[src/rtl/alu_pkg.sv]
// alu_pkg
// Shared definitions for the ALU execute stage: default widths, opcode
// encodings, FSM state encoding and a small signed-overflow helper.
//   DEF_DATA_W    operand/result width (signed two's complement)
//   DEF_ADDR_W    register address width
//   DEF_MUL_ITERS shift-add iterations of the multiplier (equals data width)
package alu_pkg;

    localparam int DEF_DATA_W    = 8;
    localparam int DEF_ADDR_W    = 3;
    localparam int DEF_MUL_ITERS = 8;

    localparam logic [2:0] OP_ADD   = 3'd0;
    localparam logic [2:0] OP_SUB   = 3'd1;
    localparam logic [2:0] OP_AND   = 3'd2;
    localparam logic [2:0] OP_OR    = 3'd3;
    localparam logic [2:0] OP_XOR   = 3'd4;
    localparam logic [2:0] OP_SLT   = 3'd5;
    localparam logic [2:0] OP_MUL   = 3'd6;
    localparam logic [2:0] OP_PASSB = 3'd7;

    typedef enum logic [0:0] {
        S_IDLE     = 1'b0,
        S_MUL_BUSY = 1'b1
    } state_t;

    // Two's complement addition overflows when both addends share a sign and
    // the sum's sign differs. For subtraction pass the inverted sign of b.
    function automatic logic signed_ovf(input logic a_msb,
                                        input logic b_msb,
                                        input logic r_msb);
        return (a_msb == b_msb) && (r_msb != a_msb);
    endfunction

endpackage

[src/rtl/alu_exec_stage_seq_multiplier.sv]
// seq_multiplier
// Iterative shift-add multiplier returning the low DATA_W bits of the
// product. The low half of a two's complement product is identical to the
// low half of the unsigned product of the same bit patterns, so a plain
// unsigned shift-add gives the correct signed wrapped result.
// Ports:
//   clk      rising-edge clock
//   reset_n  async active-low reset
//   start    begin a new multiply; a/b are latched on this edge
//   a, b     operands (bit patterns)
//   done     high during the cycle whose closing edge performs the final
//            iteration; product is valid in that same cycle
//   product  low DATA_W bits of a*b (combinational, qualified by done)
module seq_multiplier #(
    parameter int DATA_W = 8,
    parameter int ITERS  = 8
) (
    input  logic              clk,
    input  logic              reset_n,
    input  logic              start,
    input  logic [DATA_W-1:0] a,
    input  logic [DATA_W-1:0] b,
    output logic              done,
    output logic [DATA_W-1:0] product
);

    localparam int CNT_W = $clog2(ITERS + 1);

    logic              running;
    logic [CNT_W-1:0]  cnt;
    logic [DATA_W-1:0] mcand;
    logic [DATA_W-1:0] mplier;
    logic [DATA_W-1:0] acc;
    logic [DATA_W-1:0] acc_next;

    assign acc_next = acc + (mplier[0] ? mcand : '0);

    // Exposing the last partial sum combinationally lets the parent register
    // the result on the same edge the counter reaches ITERS.
    assign done    = running && (cnt == CNT_W'(ITERS - 1));
    assign product = acc_next;

    always_ff @(posedge clk or negedge reset_n) begin
        if (!reset_n) begin
            running <= 1'b0;
            cnt     <= '0;
            mcand   <= '0;
            mplier  <= '0;
            acc     <= '0;
        end else if (start) begin
            running <= 1'b1;
            cnt     <= '0;
            mcand   <= a;
            mplier  <= b;
            acc     <= '0;
        end else if (running) begin
            acc    <= acc_next;
            mcand  <= mcand << 1;
            mplier <= mplier >> 1;
            cnt    <= cnt + CNT_W'(1);
            if (done) begin
                running <= 1'b0;
            end
        end
    end

endmodule

[src/rtl/alu_exec_stage.sv]
// alu_exec_stage
// Execute stage in front of the register file write port. Single-cycle ALU
// ops produce their result on the accepting edge; MUL runs through an
// iterative multiplier and produces its result MUL_ITERS edges later.
// RegWrite is a one-cycle strobe; write_reg/write_data follow one cycle
// later to line up with the register file's internal write delay.
// Ports:
//   clk, reset_n        clock, async active-low reset
//   in_valid/in_ready   operand bundle handshake (accept = valid && ready)
//   op, opa, opb        opcode and signed operands
//   dest, wr_en_in      destination register and write-back enable
//   RegWrite            write strobe to the register file
//   write_reg/data      destination and result, valid the cycle after RegWrite
//   flag_z, flag_v      zero flag, ADD/SUB signed overflow flag
//   busy                multiply in progress (inverse of in_ready)
module alu_exec_stage
    import alu_pkg::*;
#(
    parameter int DATA_W    = DEF_DATA_W,
    parameter int ADDR_W    = DEF_ADDR_W,
    parameter int MUL_ITERS = DEF_MUL_ITERS
) (
    input  logic                     clk,
    input  logic                     reset_n,
    input  logic                     in_valid,
    output logic                     in_ready,
    input  logic [2:0]               op,
    input  logic signed [DATA_W-1:0] opa,
    input  logic signed [DATA_W-1:0] opb,
    input  logic [ADDR_W-1:0]        dest,
    input  logic                     wr_en_in,
    output logic                     RegWrite,
    output logic [ADDR_W-1:0]        write_reg,
    output logic [DATA_W-1:0]        write_data,
    output logic                     flag_z,
    output logic                     flag_v,
    output logic                     busy
);

    localparam int MSB = DATA_W - 1;

    state_t state;
    state_t next_state;

    logic              alu_fire;
    logic              mul_start;
    logic              mul_done;
    logic [DATA_W-1:0] mul_product;
    logic [ADDR_W-1:0] mul_dest;
    logic              mul_wr_en;

    logic [DATA_W-1:0] sum;
    logic [DATA_W-1:0] diff;
    logic [DATA_W-1:0] alu_result;
    logic              alu_ovf;

    // Result waiting to be presented on write_reg/write_data one cycle
    // after its strobe.
    logic [DATA_W-1:0] res_q;
    logic [ADDR_W-1:0] dest_q;

    assign alu_fire  = in_valid && in_ready && (op != OP_MUL);
    assign mul_start = in_valid && in_ready && (op == OP_MUL);
    assign busy      = ~in_ready;

    seq_multiplier #(
        .DATA_W (DATA_W),
        .ITERS  (MUL_ITERS)
    ) u_mul (
        .clk     (clk),
        .reset_n (reset_n),
        .start   (mul_start),
        .a       (opa),
        .b       (opb),
        .done    (mul_done),
        .product (mul_product)
    );

    always_ff @(posedge clk or negedge reset_n) begin
        if (!reset_n) begin
            state <= S_IDLE;
        end else begin
            state <= next_state;
        end
    end

    always_comb begin
        next_state = state;
        in_ready   = 1'b0;
        case (state)
            S_IDLE: begin
                in_ready = 1'b1;
                if (in_valid && (op == OP_MUL)) begin
                    next_state = S_MUL_BUSY;
                end
            end
            S_MUL_BUSY: begin
                if (mul_done) begin
                    next_state = S_IDLE;
                end
            end
            default: begin
                next_state = S_IDLE;
            end
        endcase
    end

    assign sum  = opa + opb;
    assign diff = opa - opb;

    // MUL never goes through this path; it falls to the zero default.
    always_comb begin
        alu_result = '0;
        alu_ovf    = 1'b0;
        case (op)
            OP_ADD: begin
                alu_result = sum;
                alu_ovf    = signed_ovf(opa[MSB], opb[MSB], sum[MSB]);
            end
            OP_SUB: begin
                alu_result = diff;
                alu_ovf    = signed_ovf(opa[MSB], ~opb[MSB], diff[MSB]);
            end
            OP_AND:   alu_result = opa & opb;
            OP_OR:    alu_result = opa | opb;
            OP_XOR:   alu_result = opa ^ opb;
            OP_SLT:   alu_result = (opa < opb) ? DATA_W'(1) : '0;
            OP_PASSB: alu_result = opb;
            default:  alu_result = '0;
        endcase
    end

    // Destination and write enable of a multiply are captured at accept so
    // upstream is free to change the bundle while the multiplier runs.
    always_ff @(posedge clk or negedge reset_n) begin
        if (!reset_n) begin
            mul_dest  <= '0;
            mul_wr_en <= 1'b0;
        end else if (mul_start) begin
            mul_dest  <= dest;
            mul_wr_en <= wr_en_in;
        end
    end

    // A pending strobe moves its result to the outputs on the following
    // edge; a new result may be produced on that same edge, giving
    // back-to-back strobes. alu_fire and mul_done are mutually exclusive
    // because nothing is accepted while the multiplier runs.
    always_ff @(posedge clk or negedge reset_n) begin
        if (!reset_n) begin
            RegWrite   <= 1'b0;
            res_q      <= '0;
            dest_q     <= '0;
            write_reg  <= '0;
            write_data <= '0;
            flag_z     <= 1'b0;
            flag_v     <= 1'b0;
        end else begin
            if (RegWrite) begin
                write_reg  <= dest_q;
                write_data <= res_q;
            end
            RegWrite <= 1'b0;
            if (alu_fire) begin
                res_q    <= alu_result;
                dest_q   <= dest;
                RegWrite <= wr_en_in;
                flag_z   <= (alu_result == '0);
                flag_v   <= alu_ovf;
            end else if (mul_done) begin
                res_q    <= mul_product;
                dest_q   <= mul_dest;
                RegWrite <= mul_wr_en;
                flag_z   <= (mul_product == '0);
                flag_v   <= 1'b0;
            end
        end
    end

endmodule

[config.mk]
export PLATFORM = sky130hd
export DESIGN_NAME = alu_exec_stage
export DESIGN_NICKNAME = d
export VERILOG_FILES = /design/src/rtl/alu_pkg.sv /design/src/rtl/alu_exec_stage_seq_multiplier.sv /design/src/rtl/alu_exec_stage.sv
export SDC_FILE = /design/constraint.sdc
export NUM_CORES = 1
export LEC_CHECK = 0
export BUFFER_PORTS_ARGS = -buffer_cell sky130_fd_sc_hd__buf_2
export CORE_ASPECT_RATIO = 1.75
export CORE_UTILIZATION = 56
export CTS_BUF_LIST = sky130_fd_sc_hd__clkbuf_4
export DETAILED_ROUTE_END_ITERATION = 10
export PLACE_DENSITY = 0.78
export REMOVE_ABC_BUFFERS = 1
export SKIP_CTS_REPAIR_TIMING = 1
export SLEW_MARGIN = 10
export SYNTH_ARGS = -nofsm -noshare
export SYNTH_HDL_FRONTEND = slang
export SYNTH_SLANG_ARGS = --single-unit
[constraint.sdc]
create_clock -name clk -period 5.5 [get_ports clk]
set_input_delay 0.275 -clock clk [delete_from_list [all_inputs] [get_ports clk]]
set_output_delay 0.275 -clock clk [all_outputs]
set_load 0.05 [all_outputs]
; ---- Yosys cells after proc, flatten, opt, wreduce, memory -nomap -nowiden
; Cells that the tools add are included.
[word_totals]
register_bits = 59
elab_cells = 78
[classes]
add_sub_neg = 4
n_lt_le_gt_ge = 1
n_eq_ne = 13
mux = 28
bitwise = 5
reduce_logical = 12
[ops]
columns = op, count
row1 = 8-bit two-way mux, 9
row2 = 8-bit one-hot mux with 7 select lines, 1
row3 = 8-bit adder, 2
row4 = 8-bit zero test, 2
row5 = "3-bit equality test, second input constant", 4
row6 = 1-bit two-way mux, 12
row7 = 8-bit bitwise AND, 1
row8 = 8-bit less-than comparator, 1
row9 = 4-bit two-way mux, 2
row10 = 8-bit OR, 1
row11 = 8-bit subtractor, 1
row12 = 8-bit XOR, 1
row13 = 1-bit logical AND, 7
row14 = "3-bit by 2-bit equality test with 1-bit output, second input constant", 2
row15 = 3-bit two-way mux, 2
row16 = "4-bit by 1-bit adder with 4-bit output, second input constant", 1
row17 = "4-bit by 3-bit equality test with 1-bit output, second input constant", 1
row18 = 1-bit one-hot mux with 2 select lines, 2
row19 = 2-bit nonzero test, 2
row20 = "3-bit by 1-bit equality test with 1-bit output, second input constant", 1
row21 = 3-bit zero test, 1
row22 = "3-bit != test, second input constant", 1
row23 = 1-bit equality test, 2
row24 = 1-bit != test, 2
row25 = 1-bit inverter, 2

; ---- Longest topological paths before layout
; Gate-level depths: netlist of the first run.
[depth]
depth_word = 5
mapped_depth = 11

; ---- Hierarchy
; A second synthesis of the first run with hierarchy kept.
[unflattened]
cells_unflattened = 469
hier_area_um2 = 4340.4
[modules_own_cells]
columns = mod, n_inst, cells_each, area_per_inst_um2, seq_area_each_um2
row1 = alu_exec_stage, 1, 300, 2665.1, 750.7
row2 = seq_multiplier, 1, 169, 1675.4, 725.7

; ---- Least setup slack after synthesis of the first run
; Ideal clock, no wire load.
[synth_timing]
kind = reg-to-reg
startpoint = reg u_mul.mplier[0]
endpoint = reg flag_z
arrival_time_ns = 2.218
slack_ns = 3.153
path_stages_with_launch = 11
n_path_buf = 0
synth_period_minus_slack_ns = 2.347
path_cell_list = dfrtp_1 and2_1 ha_1 fa_1 a211oi_1 o21bai_1 a21oi_1 xnor2_1 nor4_1 a31oi_1 o31ai_2
[synth_between]
elab_chain_cells = 5
[synth_lines]
columns = element, line
row1 = "start, declared", alu_exec_stage_seq_multiplier.sv:32  ; logic [DATA_W-1:0] mplier;
row2 = "start signal, assigned", alu_exec_stage_seq_multiplier.sv:59  ; mplier <= mplier >> 1;
row3 = 8-bit two-way mux, alu_exec_stage_seq_multiplier.sv:36  ; assign acc_next = acc + (mplier[0] ? mcand : '0);
row4 = 8-bit adder, alu_exec_stage_seq_multiplier.sv:36
row5 = 8-bit zero test, alu_exec_stage.sv:174  ; flag_z <= (mul_product == '0);
row6 = 1-bit two-way mux, alu_exec_stage.sv:170  ; end else if (mul_done) begin
row7 = 1-bit two-way mux, alu_exec_stage.sv:164  ; if (alu_fire) begin
row8 = "end signal, assigned", alu_exec_stage.sv:168  ; flag_z <= (alu_result == '0);
row9 = "end signal, assigned", alu_exec_stage.sv:174
row10 = "end, declared", alu_exec_stage.sv:35  ; output logic flag_z,
; Every way passes these cells. The select of a mux whose other input is x is not followed.
; A chain may end at the register's enable or synchronous reset.

; ---- Worst setup path in the final report of the first run
; Same ends and word-level chain as after synthesis.

==> results of run 1 <==
[final cells by class]
type	count	area, um^2	share of cell area [%]
Multi-Input combinational cell	341	2440	54.0
Antenna cell	1	2.50	0.0555
Clock inverter	7	92.6	2.05
Clock buffer	9	67.6	1.50
Sequential cell	59	1480	32.7
Inverter	27	101	2.25
Timing Repair Buffer	44	228	5.05
Tap cell	86	108	2.38
[report_power, final]
group	leakage, nW	switching [W]	internal (W)
clock network	0.0796	0.000173	0.000182
logic	1.34	0.000592	0.000355
registers	0.724	0.000126	0.000628
[Yosys cell counts (all sizes together), types with 2 or more instances]
cell type  instances  area [um^2]
dfrtp             59         1480
nand2             57          214
ha                34          425
o21ai             32          160
nor2              31          119
inv               27          101
mux2i             24          240
a21oi             16         80.1
mux2              16          180
buf               15          110
clkbuf            15         56.3
a31oi              9         62.6
and2               9         58.8
and3               9         56.3
nand2b             8         50.1
nand3              8         40.0
a21o               7         52.6
o211ai             7         52.6
nor3               6         35.0
xnor2              6         52.6
a221oi             4         41.3
nand4              4         25.0
nor2b              4         25.0
o21a               4         30.0
o21bai             4         30.0
xor2               4         35.0
a211oi             3         22.5
a2bb2oi            3         26.3
fa                 3         60.1
nor3b              3         27.5
nor4               3         25.0
a211o              2         17.5
a22oi              2         15.0
a311o              2         20.0
o31ai              2         20.0
or3                2         12.5
[stage by stage]
stage / util (%) / std cells / worst slack, ps
after floorplan: - / 427 / 1700
after global placement: 60.1 / 557 / 2960
after detailed placement: 60.1 / 557 / 2860
after CTS: 62.3 / 573 / 2810
after global routing: 62.4 / 574 / 2660
final: 62.4 / 574 / 2770
[cells by family (layout without fill, tap and decap cells)]
kind of cell	after synthesis	in the layout	synth area share [%]
simple gates	146	146	16.9
compound gates	108	108	17.5
flops	59	59	35.4
buf+inv	57	87	6.41
mux	40	40	10.1
fa+ha+maj	37	37	11.6
xor+xnor	10	10	2.10
other cells	0	1	0
[final timing paths]
path,endpoint,slack [ps],cells past startpoint
max reg2reg,flag_z,2770,10
max in group asynchronous,u_mul.acc[5],5010,2
max,flag_z,2770,10
min reg2reg,write_data[0],510,1
min,u_mul.mcand[2],-20,2
min in group clk,RegWrite,50,3
[layer usage]
layer	track usage, %	vias to the layer above	part of all wire, %
met5	0	-	0
met4	19.9	0	3.8
met3	2.05	34	3.4
met2	53.1	109	57
li1	-	1651	-
met1	29.6	1698	36
[critical path: cells and delay by family, from the launching register on]
family	cells	cell delay (ps)
compound gates	5	870
flops	1	470
simple gates	2	530
xor+xnor	1	130
fa+ha+maj	2	630
[layout by cell type (no fill, tap or decap), types with 5 or more instances in the layout]
cell type  instances
buf_2             41
and2_1             8
mux2i_1           24
xnor2_1            6
nor2_1            30
mux2_2            16
o21ai_0           31
clkbuf_4           9
a31oi_1            8
a21o_1             7
o211ai_1           7
nand2_1           57
a21oi_1           16
ha_1              34
and3_1             9
nor3_1             5
dfrtp_1           59
nand3_1            8
nand2b_1           8
inv_1             26
==> flow_summary.ini, run 1 <==
[hold_path]
min_path_type = input pin to asynchronous set/reset pin

[route]
drtPass1Iterations = 6
ant_nets = 0
post_drt_wl_per_cell_um = 17.7
drc_errors = 0
drt-vias-per-instance = 6.08
drtIter0Drc = 222
wirelength_um = 10100
via_count = 3492

[clocking]
insertion_delay_ps = 430
clock-root-buffer = clkbuf_4
clk_pin_slew_worst_paths_ps = 110
cts_tree = done
numCtsBuffers = 9
cts.path.max_buffers = 2
h-tree-depth = 3
cts.sinks = 59

[finish]
syn_to_final_growth_pct = 8.06
fill_cells = 636
layout-drive-gt1-share_pct = 17.9
design_area_um2 = 4510
nets = 545

[synth]
synthFlopType = dfrtp_1
synth-seq-cells = 59
synth.distinct_cells = 62
synth_cells = 457
yosysWarnings = 0
avgSynthCellArea_um2 = 9.14
synth_edf_count = 0
yosysSeqAreaShare_pct = 35.4
syn_area_um2 = 4180
ys_async_sr_fraction_pct = 100

[timing]
finalSetupTns_ps = 0
fmax_ghz = 0.367
hold_violations = 16
hold_slack_ps = -19.0
worst_pin_slew_ps = 796
layout_min_cycle_time_ps = 2730
finalCritPeriodShare_pct = 49.6
fin_worst_skew_ps = 12.1
setup_viol = 0
rsz0062_at_grt = false
drv_slew = 0
relSlewSlack_pct = 46.8

[die]
dieArea_um2 = 7820
die_y_um = 116
ios = 42
start_util_pct = 57.7
die_x_um = 67.3
rows = 41
core_area_um2 = 7230

[outcome]
violations = hold timing
status = finished with violations

[power_and_ir_drop]
ir_drop_mv = 0.158
power_w = 0.00206
p_per_area_nw_per_um2 = 456
p_leak_nw = 2.15

[placement]
gp_congestion = 0.955
place_area_um2 = 4350
portBuffers = 41
dp_hpwl_um = 7390

[job]
maxCapViolCount = 0

[worst_setup_path]
critPathSlowestCell = dfrtp_1
cp_data_arrival_time_ps = 3080
regToRegStartpoint = u_mul.mplier[0]
required_ps = 5850
worstPathMaxFanout = 9
startpoint_type = register
crit_start = u_mul.mplier[0]
crit_path_end_kind = register
max_stage_delay_ps = 470
worstPathCellList = and2_1 > ha_1 > fa_1 > a211oi_1 > o21bai_1 > a21oi_1 > xnor2_1 > nor4_1 > a31oi_1 > o31ai_2
worstSetupPathType = register to register

[grt]
gr-usage-all-layers_pct = 28.8
grt-ovfl-total = 0
grt_pass1_vias = 3570
antenna_found_initial = 1
grt_max_degree = 60
grt_first_pass_wirelength_um = 16600
No activity file was read; power rests on OpenSTA's default activity.
==> run 2, diff against run 1 <==
PLACE_DENSITY = 0.81   (was 0.78)
clock period = 2.3 ns   (was 5.5 ns; I/O delays follow)
==> run 2 against run 1 <==
Effect of this change: the run ends with hold timing, setup timing left; critical path depth is 1 higher; non-clock buffer count increased by 55; utilization up 7.8 points; first-iteration DRC count rose by 47%; count of clock-buffer cells in the layout unchanged; die area unchanged; global-route usage rose by 0.29 points; sequential power up 140%; highest routed layer unchanged.
==> flow_summary.ini, run 2 (synthesized netlist as in run 1, its figures left out) <==
[clocking]
cts.path.max_buffers = 2
clk_pin_slew_worst_paths_ps = 110
numCtsBuffers = 9
clock-root-buffer = clkbuf_4
h-tree-depth = 3
insertion_delay_ps = 430
cts.sinks = 59
cts_tree = done

[power_and_ir_drop]
p_int_w = 0.00305
p_per_area_nw_per_um2 = 1050
power_w = 0.00535
p_sw_share_pct = 43.0
p_leak_nw = 2.44
comb_power_share_pct = 49.5
pwr-share-seq_pct = 34.0
switching_power_w = 0.00230
ir_drop_mv = 0.416
pwr-share-clk_pct = 16.5

[route]
drtPass1Iterations = 5
drc_errors = 0
via_count = 3796
post_drt_wl_per_cell_um = 17.6
drtIter0Drc = 327
drt-vias-per-instance = 6.03
wirelength_um = 11100
ant_nets = 0

[grt]
antenna_found_initial = 1
grt_pass1_vias = 3693
grt-ovfl-total = 0
grt_first_pass_wirelength_um = 16800
gr-usage-all-layers_pct = 29.1
grt_max_degree = 51

[timing]
setup_viol = 3
relSlewSlack_pct = 41.6
drv_slew = 0
fin_worst_skew_ps = 16.2
worst_slack_ps = -94.1
finalCritPeriodShare_pct = 104
worst_pin_slew_ps = 876
rsz0062_at_grt = true
fmax_ghz = 0.418
finalSetupTns_ps = -100
hold_slack_ps = -17.7
hold_violations = 2
layout_min_cycle_time_ps = 2390

[placement]
gp_congestion = 1.02
post-place-ws_ps = -147
dp.cells = 595
dp_hpwl_um = 7850
portBuffers = 41

[die]
core_area_um2 = 7230
start_util_pct = 57.7
dieArea_um2 = 7820
die_y_um = 116
ios = 42
rows = 41
die_x_um = 67.3

[job]
maxCapViolCount = 0

[finish]
syn_to_final_growth_pct = 21.6
postLayoutCoreUtil_pct = 70.2
nets = 600
fill_cells = 539
multi_input_comb_area_um2 = 2530
seq_area_um2 = 1480
layout-drive-gt1-share_pct = 26.6
final_common_cell = dfrtp_1
instances_no_fill = 629
final_cell_mix = 59 x dfrtp_1, 57 x nand2_1, 42 x buf_4

[outcome]
violations = hold timing, setup timing
status = finished with violations

[worst_setup_path]
startpoint_type = register
crit_path_end_kind = register
worstSetupPathType = register to register
worstPathMaxFanout = 3
required_ps = 2640
cp_data_arrival_time_ps = 2740

[hold_path]
min_path_type = input pin to register
[run 2: worst max-delay path, cell delays in order (launching register included)]
cell and delay, ps:
dfrtp_1 400, buf_6 120, and2_1 150, ha_1 360, a21oi_2 90, buf_4 130
buf_4 120, buf_4 130, xnor2_1 190, nor4_1 380, a31oi_1 160, o31ai_2 80
[run 2: metrics by stage]
stage,hold WS [ps],instance area (um^2)
final,-17.7,5080
after CTS,-210,4810
after global routing,-6.26,5080
after detailed placement,268,4650
after floorplan,-181,4010
after global placement,252,4650
[run 2: power groups by stage]
stage / registers (W) / logic (W) / clock network [W]
6_report: 0.00182 / 0.00265 / 0.000880
5_1_grt: 0.00187 / 0.00286 / 0.000934
4_1_cts: 0.00180 / 0.00246 / 0.000890
3_5_place_dp: 0.00181 / 0.00245 / 0
3_3_place_gp: 0.00179 / 0.00237 / 0
2_1_floorplan: 0.00224 / 0.00123 / 0
[run 2: cell type report]
class | instances | share of cell area, %
Antenna cell | 1 | 0.0493
Timing Repair Buffer | 99 | 13.6
Inverter | 27 | 2.00
Multi-Input combinational cell | 341 | 49.8
Clock buffer | 9 | 1.33
Tap cell | 86 | 2.12
Clock inverter | 7 | 1.97
Sequential cell | 59 | 29.1
[run 2: final timing paths]
path,startpoint,end,slack (ps),depth (start not counted)
max in group asynchronous,reset_n,write_data[1],1220,3
min in group asynchronous,reset_n,u_mul.mplier[3],340,2
worst max register to register,u_mul.mplier[0],flag_z,-90,11
worst max-delay path,u_mul.mplier[0],flag_z,-90,11
worst min-delay path,opa[7],u_mul.mcand[7],-20,3
worst min register to register,write_reg[1],write_reg[1],510,1
[run 2: per-layer routing]
layer / vias up / wire length, um / track usage [%]
li1: 1758 / - / -
met1: 1848 / 3950 / 29.1
met2: 140 / 6050 / 53.3
met3: 50 / 483 / 4.39
met4: 0 / 594 / 19.4
met5: - / 0 / 0
